## src/rtl/serial_adder_pkg.sv

```systemverilog
// Shared types and constants for the bit-serial adder.
// Imported by the interface, the adder cell and the sequencer.
package serial_adder_pkg;

    localparam int DEFAULT_WIDTH = 8;

    typedef enum logic [1:0] {
        IDLE  = 2'd0,
        SHIFT = 2'd1,
        DONE  = 2'd2
    } state_t;

    // Wide enough to hold 0..width.
    function automatic int cnt_width(input int width);
        return $clog2(width + 1);
    endfunction

endpackage

```

## src/rtl/serial_adder_if.sv

```systemverilog
// Request/result bundle between a requester and the serial adder.
// The requester drives through master, the adder through slave.
interface serial_adder_if
    import serial_adder_pkg::*;
#(
    parameter int WIDTH = DEFAULT_WIDTH
);

    logic             start;
    logic [WIDTH-1:0] augend;
    logic [WIDTH-1:0] addend;
    logic             carry_in;
    logic             ready;
    logic             busy;
    logic [WIDTH-1:0] sum;
    logic             carry_out;
    logic             overflow;
    logic             done;

    modport master (
        output start,
        output augend,
        output addend,
        output carry_in,
        input  ready,
        input  busy,
        input  sum,
        input  carry_out,
        input  overflow,
        input  done
    );

    modport slave (
        input  start,
        input  augend,
        input  addend,
        input  carry_in,
        output ready,
        output busy,
        output sum,
        output carry_out,
        output overflow,
        output done
    );

endinterface

```

## src/rtl/serial_adder_full_adder_bit.sv

```systemverilog
// One-bit full-adder cell driven by the serial adder sequencer.
// Purely combinational.
module full_adder_bit
    import serial_adder_pkg::*;
(
    input  logic a,
    input  logic b,
    input  logic carry_in,
    output logic sum,
    output logic carry_out
);

    logic half;

    assign half      = a ^ b;
    assign sum       = half ^ carry_in;
    assign carry_out = (a & b) | (carry_in & half);

endmodule

```

## src/rtl/serial_adder.sv

```systemverilog
// Bit-serial WIDTH-bit adder: one bit pair per clock, LSB first,
// through a single full-adder cell, with carry-out and overflow.
module serial_adder
    import serial_adder_pkg::*;
#(
    parameter int WIDTH = DEFAULT_WIDTH
)
(
    input  logic           clock,
    input  logic           reset_n,
    serial_adder_if.slave  bus
);

    localparam int            CW   = cnt_width(WIDTH);
    localparam logic [CW-1:0] LAST = CW'(WIDTH - 1);

    state_t           state;
    state_t           state_next;
    logic [WIDTH-1:0] a_q;
    logic [WIDTH-1:0] b_q;
    logic [WIDTH-1:0] sum_q;
    logic             carry_q;
    logic             cout_q;
    logic             ovf_q;
    logic [CW-1:0]    cnt_q;
    logic             fa_sum;
    logic             fa_carry;
    logic             accept;
    logic             last_bit;

    full_adder_bit u_fa (
        .a         (a_q[0]),
        .b         (b_q[0]),
        .carry_in  (carry_q),
        .sum       (fa_sum),
        .carry_out (fa_carry)
    );

    assign accept   = (state == IDLE) && bus.start;
    assign last_bit = (state == SHIFT) && (cnt_q == LAST);

    always_ff @(posedge clock or negedge reset_n) begin
        if (!reset_n) begin
            state <= IDLE;
        end else begin
            state <= state_next;
        end
    end

    always_comb begin
        state_next = state;
        unique case (state)
            IDLE:    if (bus.start) state_next = SHIFT;
            SHIFT:   if (cnt_q == LAST) state_next = DONE;
            DONE:    state_next = IDLE;
            default: state_next = IDLE;
        endcase
    end

    always_ff @(posedge clock or negedge reset_n) begin
        if (!reset_n) begin
            a_q     <= '0;
            b_q     <= '0;
            sum_q   <= '0;
            carry_q <= 1'b0;
            cout_q  <= 1'b0;
            ovf_q   <= 1'b0;
            cnt_q   <= '0;
        end else if (accept) begin
            a_q     <= bus.augend;
            b_q     <= bus.addend;
            carry_q <= bus.carry_in;
            sum_q   <= '0;
            cnt_q   <= '0;
        end else if (state == SHIFT) begin
            // Result enters at the MSB so bit 0 lands last at bit 0.
            sum_q   <= {fa_sum, sum_q[WIDTH-1:1]};
            a_q     <= a_q >> 1;
            b_q     <= b_q >> 1;
            carry_q <= fa_carry;
            cnt_q   <= cnt_q + 1'b1;
            if (last_bit) begin
                // carry_q here is the carry into the MSB.
                ovf_q  <= carry_q ^ fa_carry;
                cout_q <= fa_carry;
            end
        end
    end

    assign bus.ready     = (state == IDLE);
    assign bus.busy      = (state != IDLE);
    assign bus.done      = (state == DONE);
    assign bus.sum       = sum_q;
    assign bus.carry_out = cout_q;
    assign bus.overflow  = ovf_q;

endmodule
```

## src/flat_wrapper.sv

```systemverilog
// flat-port wrapper written by rule: the top's interface ports become plain ports
module serial_adder_flat import serial_adder_pkg::*;
#(
    parameter int WIDTH = DEFAULT_WIDTH
)
  (clock, reset_n, bus_start, bus_augend, bus_addend, bus_carry_in, bus_ready, bus_busy, bus_sum, bus_carry_out, bus_overflow, bus_done);
  serial_adder_if #(.WIDTH(WIDTH)) bus_i ();
  input  logic clock;
  input  logic reset_n;
  input wire logic [$bits(bus_i.start)-1:0] bus_start;
  input wire logic [$bits(bus_i.augend)-1:0] bus_augend;
  input wire logic [$bits(bus_i.addend)-1:0] bus_addend;
  input wire logic [$bits(bus_i.carry_in)-1:0] bus_carry_in;
  output wire logic [$bits(bus_i.ready)-1:0] bus_ready;
  output wire logic [$bits(bus_i.busy)-1:0] bus_busy;
  output wire logic [$bits(bus_i.sum)-1:0] bus_sum;
  output wire logic [$bits(bus_i.carry_out)-1:0] bus_carry_out;
  output wire logic [$bits(bus_i.overflow)-1:0] bus_overflow;
  output wire logic [$bits(bus_i.done)-1:0] bus_done;
  assign bus_i.start = bus_start;
  assign bus_i.augend = bus_augend;
  assign bus_i.addend = bus_addend;
  assign bus_i.carry_in = bus_carry_in;
  assign bus_ready = bus_i.ready;
  assign bus_busy = bus_i.busy;
  assign bus_sum = bus_i.sum;
  assign bus_carry_out = bus_i.carry_out;
  assign bus_overflow = bus_i.overflow;
  assign bus_done = bus_i.done;
  serial_adder #(.WIDTH(WIDTH)) u_core (.clock(clock), .reset_n(reset_n), .bus(bus_i));
endmodule
```

## config.mk

```make
export PLATFORM = sky130hd
export DESIGN_NAME = serial_adder_flat
export DESIGN_NICKNAME = d
export VERILOG_FILES = /design/src/rtl/serial_adder_pkg.sv /design/src/rtl/serial_adder_if.sv /design/src/rtl/serial_adder_full_adder_bit.sv /design/src/rtl/serial_adder.sv /design/src/flat_wrapper.sv
export SDC_FILE = /design/constraint.sdc
export NUM_CORES = 1
export LEC_CHECK = 0
export ABC_AREA = 1
export CAP_MARGIN = 5
export CORE_MARGIN = 10
export CORE_UTILIZATION = 40
export DETAILED_ROUTE_END_ITERATION = 8
export PLACE_DENSITY = 0.77
export SLEW_MARGIN = 40
export SYNTH_ARGS = -nofsm -noshare
export SYNTH_HDL_FRONTEND = slang
export SYNTH_HIERARCHICAL = 1
export SYNTH_SLANG_ARGS = --single-unit
```

## constraint.sdc

```tcl
create_clock -name clock -period 1.45 [get_ports clock]
set_clock_uncertainty 0.2 [all_clocks]
set_input_delay 0.145 -clock clock [delete_from_list [all_inputs] [get_ports clock]]
set_output_delay 0.145 -clock clock [all_outputs]
set_load 0.01 [all_outputs]
```

==> metrics.log <==
INFO  metric global_route.overflow_total = 0
INFO  metric min_period_over_period = 0.978
INFO  metric worst_hold_path_type = input pin to asynchronous set/reset pin
INFO  metric timing.rr.end = u_core/b_q[6]$_DFFE_PN0P_
INFO  metric switching_share = 0.350
INFO  metric worst_slew_margin_relative_to_its_limit = 0.873
INFO  metric cts.root.buffer_cell = sky130_fd_sc_hd__clkbuf_8
INFO  metric critical_path_class = flop to flop
INFO  metric drt-pass1-iter-count = 4
INFO  metric power.internal = 2.86 mW
INFO  metric place_area = 0.00204 mm2
INFO  metric synth.largest_area_cell = sky130_fd_sc_hd__dfrtp_1
INFO  metric post_synth_and_or_nand_nor_area_fraction = 0.330
INFO  metric synth_xor_xnor_area_share = 0.0113
INFO  metric vdd.ir_drop.worst = 688 uV
INFO  metric global_route_wire_length_before_repair = about 6000 um
INFO  metric timing.final.crit_period = between 1 and 1.5 ns
INFO  metric synthesis.yosys.warnings = 6
INFO  metric via_count_of_the_first_global_routing_pass = 1369
INFO  metric reg2reg_slack = approximately 0.032 ns
INFO  metric grt_antenna_before_repair = 0
INFO  metric synthTopCellsByArea = sky130_fd_sc_hd__dfrtp_1, sky130_fd_sc_hd__nand2_1, sky130_fd_sc_hd__inv_1
INFO  metric area.growth.synth_to_final = 41.5%
INFO  metric floorplan.io_pins = 33
INFO  metric fin_area = 0.00220 mm2
INFO  metric ys_seq_elements = 33
INFO  metric finalNetCount = roughly 280
INFO  metric die_height = slightly above 80 um
INFO  metric timing.critical_path.required = 1.44 ns
INFO  metric mappedNetlistArea = between 0.0015 and 0.002 mm2
INFO  metric synth_adder_area_share = 0.0209
INFO  metric crit_path_start_kind = flop
INFO  metric synth_top_family_by_area = simple AND/OR/NAND/NOR gates
INFO  metric post_synth_mux_area_share = 0
INFO  metric combPwrFrac = 0.407
INFO  metric fmaxAchievable = between 700 and 800 MHz
INFO  metric synth_sequential_area_ratio = 0.531
INFO  metric grt_max_degree = 34
INFO  metric pre_cts_slack = -0.0732 ns
INFO  metric ant_nets = 0
INFO  metric fin_cells = ~300
INFO  metric synth_nets = 224
INFO  metric finalWeightedCongestion = about 0.76
INFO  metric final-setup-viol-count = 0
INFO  metric finish.utilization = 0.593
INFO  metric cts.htree.levels = 2
INFO  metric total_number_of_vias = ~1300
INFO  metric compound_cell_area_share_of_the_yosys_netlist = 0.0314
INFO  metric cts_tree = done
INFO  metric cp_data_arrival_time = 1.40 ns
INFO  metric post-dp-hpwl = approximately 2500 um
INFO  metric worst_r2r_startpoint = u_core/state[1]$_DFFE_PN0P_
INFO  metric worst_skew_pair.late_latency = approximately 0.3 ns
INFO  metric netSwitchingPower = about 1.5 mW
INFO  metric drc_errors = 0
INFO  metric worst_setup_hold_path_clk_slew = roughly 0.07 ns
INFO  metric yosysTopAreaCellShare = 0.531
INFO  metric leakage = ~1.2 nW
INFO  metric run_status = finished clean
INFO  metric tightest_slew = roughly 0.19 ns
INFO  metric path_max_fanout = 17
INFO  metric worst_setup_path_end_kind = flop
INFO  metric final_layout_size_suffix_gt1_frac = 0.150
INFO  metric fp.dieW = 82.4 um
INFO  metric pwr_cell_area = about 2000 mW/mm2
INFO  metric timing.final.hold_violations = 0
INFO  metric timing.final.ws_setup = around 0.032 ns
INFO  metric syn_inst = just over 200
INFO  metric synth_area_per_cell = between 7 and 8 um2
INFO  metric numPortBuffers = 32
INFO  metric place.detailed.instances = between 200 and 300
INFO  metric std_cell_rows = 22
INFO  metric track_usage = 0.115
INFO  metric p_clk_frac = 0.236
INFO  metric seq_power_share = 0.358
INFO  metric cts-root-to-sink-buffers = 2
INFO  metric diodes = 0
INFO  metric core_area = around 0.0037 mm2
INFO  metric synth.distinct_cells = 17
INFO  metric worst-r2r-cell-count = 8
INFO  metric postCtsHoldBufs = 0
INFO  metric maxCapViolCount = 0
INFO  metric drt_first_iter_violations = 51
INFO  metric numCtsBuffers = 5
INFO  metric initial_core_util = 0.419
INFO  metric cts.sink_count = 33
INFO  metric route.detailed.wl_per_inst = between 10 and 15 um
INFO  metric fp.dieArea = about 0.0068 mm2
INFO  metric routed_wl = between 3000 and 4000 um
INFO  metric via_per_inst = approximately 4.5
INFO  metric rsz_0062_raised_after_global_routing = yes
INFO  metric timing.final.max_slew_violations = 0
-- cells in the mapped netlist (all sizes together) --
cell type  instances
ha                 1
nand2            118
fa                 1
xor2               1
xnor2              1
nor2               6
inv               20
dfrtp             33
o21ai              9
buf                6
nand3              6
-- placed cells by master, fill, tap and decap left out, drive strengths merged --
cell type	count
nand2	118
dfrtp	33
inv	20
buf	20
clkdlybuf4s50	19
dlygate4sd2	10
o21ai	9
nand3	6
clkbuf	6
nor2	6
bufinv	2
clkinv	1
xnor2	1
xor2	1
ha	1
fa	1
-- registers in the layout (all words and copies together), names as in the netlist --
register / count
u_core/b_q: 8
u_core/carry_q: 1
u_core/cnt_q: 4
u_core/state: 2
u_core/bus.overflow: 1
u_core/a_q: 8
u_core/bus.carry_out: 1
u_core/bus.sum: 8
-- cell type report --
type	instances	area [um2]
Sequential cell	33	826
Inverter	20	75.1
Timing Repair Buffer	50	480
Clock buffer	5	68.8
Tap cell	48	60.1
Multi-Input combinational cell	143	627
Clock inverter	3	65.1
Fill cell	340	1510
-- timing repair --
item / CTS / global route
endpoints found under the setup margin: 22 / 34
cloned: 0 / 0
pin swaps: 0 / 5
gates resized for setup: 20 / 11
setup buffers: 1 / 3
-- per-stage QoR --
stage          hold WS (ns)  power [mW]  setup TNS [ns]
5_1_grt              0.0292        4.77          -0.593
3_3_place_gp          0.257        3.33          -0.393
4_1_cts              0.0300        4.35       -0.000196
6_report             0.0165        4.41               0
2_1_floorplan        -0.351        2.58               0
3_5_place_dp          0.265        3.39          -0.725
-- power groups by stage --
stage | clock, mW | combinational [mW] | sequential [mW]
finish | 1.04 | 1.79 | 1.58
global route | 1.10 | 2.05 | 1.62
CTS | 1.05 | 1.72 | 1.58
detailed placement | 0 | 1.80 | 1.59
global placement | 0 | 1.75 | 1.58
floorplan | 0 | 0.970 | 1.61
-- routing by layer --
layer	vias up	part of all wire	track usage
met5	-	0	0
met3	8	0.062	0.0464
met2	20	0.48	0.184
met4	0	0.019	0.0510
li1	701	-	-
met1	618	0.44	0.131
-- logic make-up after synthesis --
logic type,after synthesis
AND/OR/NAND/NOR,130
AO/OA/AOI/OAI,9
flip-flops,33
adder cells (fa/ha/maj),2
XOR/XNOR,2
buffers and inverters,26
-- how the worst max path moves through the flow --
stage	start	to	slack [ns]	depth (start not counted)
2_1_floorplan	u_core/a_q[0]$_DFFE_PN0P_	u_core/bus.overflow$_DFFE_PN0P_	0.05	3
3_3_place_gp	bus_start	u_core/b_q[6]$_DFFE_PN0P_	-0.06	7
3_5_place_dp	bus_start	u_core/b_q[6]$_DFFE_PN0P_	-0.07	7
4_1_cts	u_core/state[0]$_DFFE_PN0P_	bus_ready	-0.0002	2
5_1_grt	u_core/state[0]$_DFFE_PN0P_	u_core/a_q[4]$_DFFE_PN0P_	-0.07	8
6_report	u_core/state[1]$_DFFE_PN0P_	u_core/b_q[6]$_DFFE_PN0P_	0.03	8
-- critical path, stage by stage, from the launching register on --
cell and delay (ns):
sky130_fd_sc_hd__dfrtp_1 0.42, sky130_fd_sc_hd__inv_2 0.09, sky130_fd_sc_hd__nand2_2 0.06, sky130_fd_sc_hd__buf_4 0.13, sky130_fd_sc_hd__nor2_4 0.09, sky130_fd_sc_hd__buf_12 0.15
sky130_fd_sc_hd__nand2_1 0.06, sky130_fd_sc_hd__nand2_1 0.06, sky130_fd_sc_hd__nand2_1 0.04
No activity file was read; power rests on OpenSTA's default activity.
